## src/rtl/fifo_reader.sv

```systemverilog
// Read-side controller for the project FIFO: pops words, hides the FIFO's
// one-cycle read latency and presents them downstream on a valid/ready port.
module fifo_reader #(
    parameter int DATA_WIDTH  = 8,
    parameter int COUNT_WIDTH = 8
) (
    input  logic                   clk,
    input  logic                   Reset,
    input  logic                   Enable,
    input  logic [DATA_WIDTH-1:0]  FIFO_data_out,
    input  logic                   FIFO_empty,
    input  logic                   FIFO_almost_empty,
    output logic                   read_enable,
    output logic [DATA_WIDTH-1:0]  data_out,
    output logic                   valid_out,
    input  logic                   ready_in,
    output logic                   low_water,
    output logic                   busy,
    output logic [COUNT_WIDTH-1:0] word_count
);

    typedef enum logic [1:0] {
        IDLE = 2'd0,
        RUN  = 2'd1,
        STOP = 2'd2
    } state_t;

    state_t                state;
    state_t                state_next;
    logic [1:0]            occ;
    logic [1:0]            occ_next;
    logic                  pend;
    logic [DATA_WIDTH-1:0] slot0;
    logic [DATA_WIDTH-1:0] slot1;
    logic [DATA_WIDTH-1:0] slot0_next;
    logic [DATA_WIDTH-1:0] slot1_next;
    logic                  pop;
    logic [2:0]            free;
    logic                  lw_q;

    function automatic logic [COUNT_WIDTH-1:0] sat_inc(input logic [COUNT_WIDTH-1:0] v);
        if (&v) begin
            return v;
        end
        return v + COUNT_WIDTH'(1);
    endfunction

    assign pop       = valid_out & ready_in;
    // A pop this cycle frees a slot for the word arriving next cycle.
    assign free      = 3'd2 - {1'b0, occ} - {2'b0, pend} + {2'b0, pop};
    assign read_enable = Reset & (state == RUN) & ~FIFO_empty & (free != 3'd0);

    assign valid_out = (occ != 2'd0);
    assign data_out  = slot0;
    assign busy      = (state != IDLE);
    assign low_water = lw_q & busy;

    always_comb begin
        slot0_next = slot0;
        slot1_next = slot1;
        occ_next   = occ + {1'b0, pend} - {1'b0, pop};
        if (pop) begin
            slot0_next = slot1;
        end
        // The arriving word lands right behind whatever survives this pop.
        if (pend) begin
            if (occ > {1'b0, pop}) begin
                slot1_next = FIFO_data_out;
            end else begin
                slot0_next = FIFO_data_out;
            end
        end
    end

    always_comb begin
        state_next = state;
        case (state)
            IDLE: begin
                if (Enable) begin
                    state_next = RUN;
                end
            end
            RUN: begin
                if (!Enable) begin
                    state_next = STOP;
                end
            end
            STOP: begin
                if (Enable) begin
                    state_next = RUN;
                end else if ((occ == 2'd0) && !pend) begin
                    state_next = IDLE;
                end
            end
            default: state_next = IDLE;
        endcase
    end

    always_ff @(posedge clk) begin
        if (!Reset) begin
            state      <= IDLE;
            occ        <= 2'd0;
            pend       <= 1'b0;
            word_count <= '0;
            lw_q       <= 1'b0;
            slot0      <= '0;
            slot1      <= '0;
        end else begin
            state <= state_next;
            occ   <= occ_next;
            pend  <= read_enable;
            slot0 <= slot0_next;
            slot1 <= slot1_next;
            lw_q  <= FIFO_almost_empty;
            if (pop) begin
                word_count <= sat_inc(word_count);
            end
        end
    end

endmodule
```

## config.mk

```make
export PLATFORM = sky130hd
export DESIGN_NAME = fifo_reader
export DESIGN_NICKNAME = d
export VERILOG_FILES = /design/src/rtl/fifo_reader.sv
export SDC_FILE = /design/constraint.sdc
export NUM_CORES = 1
export LEC_CHECK = 0
export CAP_MARGIN = 30
export CORE_MARGIN = 2
export CORE_UTILIZATION = 40
export DETAILED_ROUTE_END_ITERATION = 7
export PLACE_DENSITY = 0.7
export SETUP_SLACK_MARGIN = 0.2
export SLEW_MARGIN = 20
export SYNTH_ARGS = -nofsm -noshare
export SYNTH_HDL_FRONTEND = slang
export SYNTH_SLANG_ARGS = --single-unit
```

## constraint.sdc

```tcl
create_clock -name clk -period 2.3 [get_ports clk]
set_clock_uncertainty 0.1 [all_clocks]
set_input_delay 0.345 -clock clk [delete_from_list [all_inputs] [get_ports clk]]
set_output_delay 0.345 -clock clk [all_outputs]
set_load 0.1 [all_outputs]
```

# Yosys cells after proc, flatten, opt, wreduce, memory -nomap -nowiden
# Cells that the tools add are included.
# word_totals
inputBits	14
latchBits	0
memories	0
output_inout_bits	20
register_bits	30
wordCells	49
rom_bits	0
ram_bits	0
# op_classes
n_mux	12
n_lt_le_gt_ge	1
n_eq_ne	6
mul	0
shift	0
div_mod_pow	0
addsub	6
n_reduce_logical	11
n_bitwise	6
# op_table
cell	n
two-way mux 8 bit	4
adder 8 x 1 -> 8 bit (second input constant)	1
two-way mux 2 bit	4
AND reduction 8 bit	1
inequality test 2 bit (second input constant)	3
case mux 2 bit (3 select lines)	1
AND 1 bit	5
zero test 2 bit	2
AND reduction 2 bit	2
nonzero test 2 bit	2
adder 3 x 1 -> 3 bit	1
two-way mux 1 bit	3
inequality test 3 bit (second input constant)	1
AND reduction 3 bit	1
nonzero test 3 bit	1
subtractor 2 x 2 -> 3 bit (first input constant)	1
subtractor 3 x 1 -> 3 bit	1
adder 2 x 1 -> 2 bit	1
== test 2 x 1 -> 1 bit (second input constant)	1
== test 2 bit (second input constant)	1
> comparator 2 x 1 -> 1 bit	1
subtractor 2 x 1 -> 2 bit	1
logical AND 1 bit	1
zero test 1 bit	1
NOT 1 bit	1

# Logic depth before layout (Yosys ltp)
# depth
depth_word	6
ltp_mapped	10

# Worst setup path before layout
# No wires, ideal clock.
# synth_path
path_type	flip-flop to output port
startpoint	register occ[1]
endpoint	output port read_enable
required_ps	1855
path_stages_with_launch	9
path_slack_ps	-4327
path_buffers	2
arrival_time_ps	6182
cell_sequence	dfxtp_1 > o21ai_2 > buf_6 > clkinv_4 > buf_2 > fa_1 > inv_1 > ha_1 > a2111oi_0
# synth_between
elab_chain_cells	5
# synth_rtl
item	line_no	rtl
start, declared	30	logic [1:0] occ;
start signal, assigned	110	occ <= occ_next;
subtractor 2 x 2 -> 3 bit / nonzero test 2 bit (equally long branches)	50, 53	
subtractor 3 x 1 -> 3 bit / AND 1 bit (equally long branches)	50, 48	
adder 3 x 1 -> 3 bit *	50	assign free = 3'd2 - {1'b0, occ} - {2'b0, pend} + {2'b0, pop};
nonzero test 3 bit *	51	assign read_enable = Reset & (state == RUN) & ~FIFO_empty & (free != 3'd0);
AND 1 bit *	51	
end, declared	13	output logic read_enable,
# Mark *: on every way between the ends. The rest lies on a longest branch, timed or not.

# Worst setup path after layout
# Ends and elaborated chain as after synthesis.

==> summary.md <==
| Metric | Value |
|---|---|
| Reg clk slew, reported paths | `around 0.09 ns` |
| Layout Nets | `206` |
| Clock power frac | `0.192` |
| Violated checks | `negative setup slack` |
| Routed WL | `3090 um` |
| Max Cap Viol | `0` |
| Vias per cell | `5.11` |
| Starting Density | `0.429` |
| Grt ovf | `0` |
| Worst Setup End Kind | `output pin` |
| Fin. Hold Viols | `0` |
| Drt wl/cell | `13.3 um` |
| Non-filler cells in the finished layout | `233` |
| Max FO, Critical Path | `2` |
| I/O Buffers | `33` |
| Setup WS pre-CTS | `-0.358 ns` |
| Initial antenna violation count | `0` |
| Vias in the first global route | `1117` |
| Hold-fix buffers, CTS | `0` |
| Fmax | `384 MHz` |
| Critical Path Start Type | `flop` |
| DRC errors left | `0` |
| CP endpoint | `read_enable` |
| Clock tree buffer depth | `2` |
| Pwr dens | `932 mW/mm^2` |
| Max rail drop VDD | `0.000463 V` |
| Internal Power | `963 uW` |
| Final Wtd Congestion | `just over 0.8` |
| Top Ports | `34` |
| Class of the most critical setup path | `flop to output pin` |
| Setup Viol. Count Final | `1` |
| Synth top area share | `0.451` |
| Via count | `1190` |
| Power share of the combinational group | `0.449` |
| Hold WC Path Type | `flop to flop` |
| Reg2Reg Depth | `9` |
| FF+latch count, synth | `30` |
| CTS tree | `done` |
| Sw Ratio | `0.432` |
| Syn_area_per_cell | `9.12 sq um` |
| Seq/Total Area, Yosys | `0.451` |
| Largest net degree at the start of global routing | `27` |
| Die width | `a little over 60 um` |
| All-Layer GR Usage | `0.184` |
| Seq pwr share | `0.359` |
| Area occupied by registers | `612 sq um` |
| Area Growth Syn to Fin | `36.6%` |
| Drt initial violations | `57` |
| Clock root buffer master | `clkbuf_4` |
| Final min period | `2.60 ns` |
| Outcome | `finished, violations left` |
| Clk_lat worst skew | `roughly 0.33 ns` |
| Post-route ant nets | `0` |
| Drt pass-1 iters | `4` |
| Cell count after synthesis | `146` |
| RSZ-0062 raised after global routing | `yes` |
| Num CTS Buffers | `5` |
| Final WS setup | `-0.301 ns` |
| Rel. slew slack | `0.632` |
| Number of antenna diodes | `0` |
| Crit path required time | `1.86 ns` |
| CTS H-tree depth | `2` |
| Switching pwr | `732 uW` |
| Layout cells sized above 1 | `0.286` |
| First-pass GRT wire length | `4950 um` |
| Die area | `around 0.0038 sq mm` |
| Accumulated negative setup slack | `-0.301 ns` |
| Arr. time, crit path | `2.16 ns` |
| Mapped cell area | `0.00133 sq mm` |
| Max-slew violation count | `0` |
| Placed cells | `between 200 and 250` |
| Unique masters post-synth | `36` |
| Min Hold Slack | `0.380 ns` |
| Final core utilization | `0.586` |
| Cells taking the most area after synthesis | `dfxtp_1 (45%), mux2i_1 (6.8%), nand2_1 (6.2%)` |
| Clock sinks | `30` |
| Reg2reg setup slack | `0.50 ns` |
| Core Rows | `20` |
| Lkg Pwr | `0.760 nW` |
| Reg2Reg Launch Point | `occ[1]` |
| Core area | `between 0.003 and 0.004 sq mm` |
| DP Wirelength | `2180 um` |
| Filler cell count | `a little under 300` |
| RR Endpoint | `occ[1]` |
| Area of the multi-input gates | `716 sq um` |
| Period utilization | `1.13` |
| Tightest Pin Transition | `0.552 ns` |
| Worst Setup SP | `occ[1]` |
| Yosys warns | `0` |
| Syn_nets | `164` |
| Die height | `61.7 um` |
| Area leader, netlist | `dfxtp_1` |
==> power by group through the flow <==
stage	clock (mW)	sequential, mW	combinational [mW]
2_1_floorplan	0	0.763	0.424
3_3_place_gp	0	0.610	0.724
3_5_place_dp	0	0.613	0.743
4_1_cts	0.337	0.607	0.766
5_1_grt	0.362	0.614	0.810
6_report	0.326	0.608	0.761
==> placed cells by master, fill, tap and decap left out, types with 2 or more instances in the layout <==
cell              n
dfxtp_2           6
o21ai_0           2
o21a_1            2
nand2_1          22
inv_1             2
buf_4            27
or3_1             2
ha_1              2
clkdlybuf4s50_1  12
nand4_1           2
o21ai_4           2
clkbuf_4          5
xnor2_1           2
nor2b_1           2
dfxtp_1          23
o31ai_1           2
a21oi_1           4
nor2_1           21
or2_2             2
or4_1             2
a311oi_1          8
and2_1            3
mux2i_1           9
xor2_1            3
==> critical path, stage by stage (launching register included) <==
cell       delay, ns
dfxtp_4         0.36
o21ai_4         0.19
clkinv_4        0.07
fa_2            0.54
nor2_2          0.06
a2111oi_4       0.40
buf_12          0.22
==> logic make-up after synthesis <==
family	count (synthesis)	share of synthesized area
DFF	30	0.451
muxes	9	0.0677
xor gates and xnor gates	5	0.0329
and+or+nand+nor	62	0.213
adders and majority gates	4	0.0432
buffers and inverters	11	0.0442
AOI/OAI and AO/OA	25	0.148
==> worst min-delay path by stage <==
stage / start / to / slack (ns) / cells after the start
finish: state[1] / state[0] / 0.38 / 1
global route: state[1] / state[0] / 0.41 / 1
CTS: state[1] / state[0] / 0.38 / 1
detailed placement: state[1] / state[0] / 0.37 / 1
global placement: state[1] / state[0] / 0.34 / 1
floorplan: state[1] / state[0] / 0.32 / 1
==> Yosys cell counts, drive strengths merged <==
library cell / n
inv: 3
o31ai: 2
buf: 3
ha: 3
o211ai: 1
nor3: 1
fa: 1
xor2: 3
nor2b: 2
nand2: 22
or4: 2
or3: 2
o21a: 2
or3b: 1
nand2b: 1
a311oi: 8
nand4: 2
a211oi: 1
mux2i: 9
nand3: 2
clkinv: 2
a2111oi: 2
or2: 2
xnor2: 2
a21oi: 4
clkbuf: 3
and2: 3
nor2: 22
dfxtp: 30
o21ai: 5
==> state kept, by name, indices dropped and copies added (netlist names) <==
name,count
data_out,8
slot1,8
word_count,8
occ,2
state,2
lw_q,1
pend,1
==> timing repair <==
action / CTS / global route
hold endpoints to repair: 0 / 0
resized for setup: 3 / 1
pin swaps: 2 / 0
endpoints found under the setup margin: 1 / 1
buffers inserted: 1 / 0
==> layer usage <==
metal / share of wire / wire [um] / vias up / GRT usage
li1: - / - / 590 / -
met1: 0.42 / 1310 / 558 / 0.194
met2: 0.49 / 1520 / 36 / 0.331
met3: 0.071 / 220 / 6 / 0.0663
met4: 0.013 / 39 / 0 / 0.0729
met5: 0 / 0 / - / 0
==> cell type report <==
cell class,instances,area share
Tap cell,44,0.0303
Clock buffer,7,0.0303
Sequential cell,30,0.337
Timing Repair Buffer,41,0.193
Multi-Input combinational cell,105,0.394
Inverter,5,0.0131
Clock inverter,1,0.00275
==> through the flow <==
stage,cell area (sq um),total power [mW]
finish,1820,1.69
global route,1820,1.79
CTS,1820,1.71
detailed placement,1740,1.36
global placement,1740,1.33
floorplan,1380,1.19
Note: power is estimated with default switching activity, not from simulation.
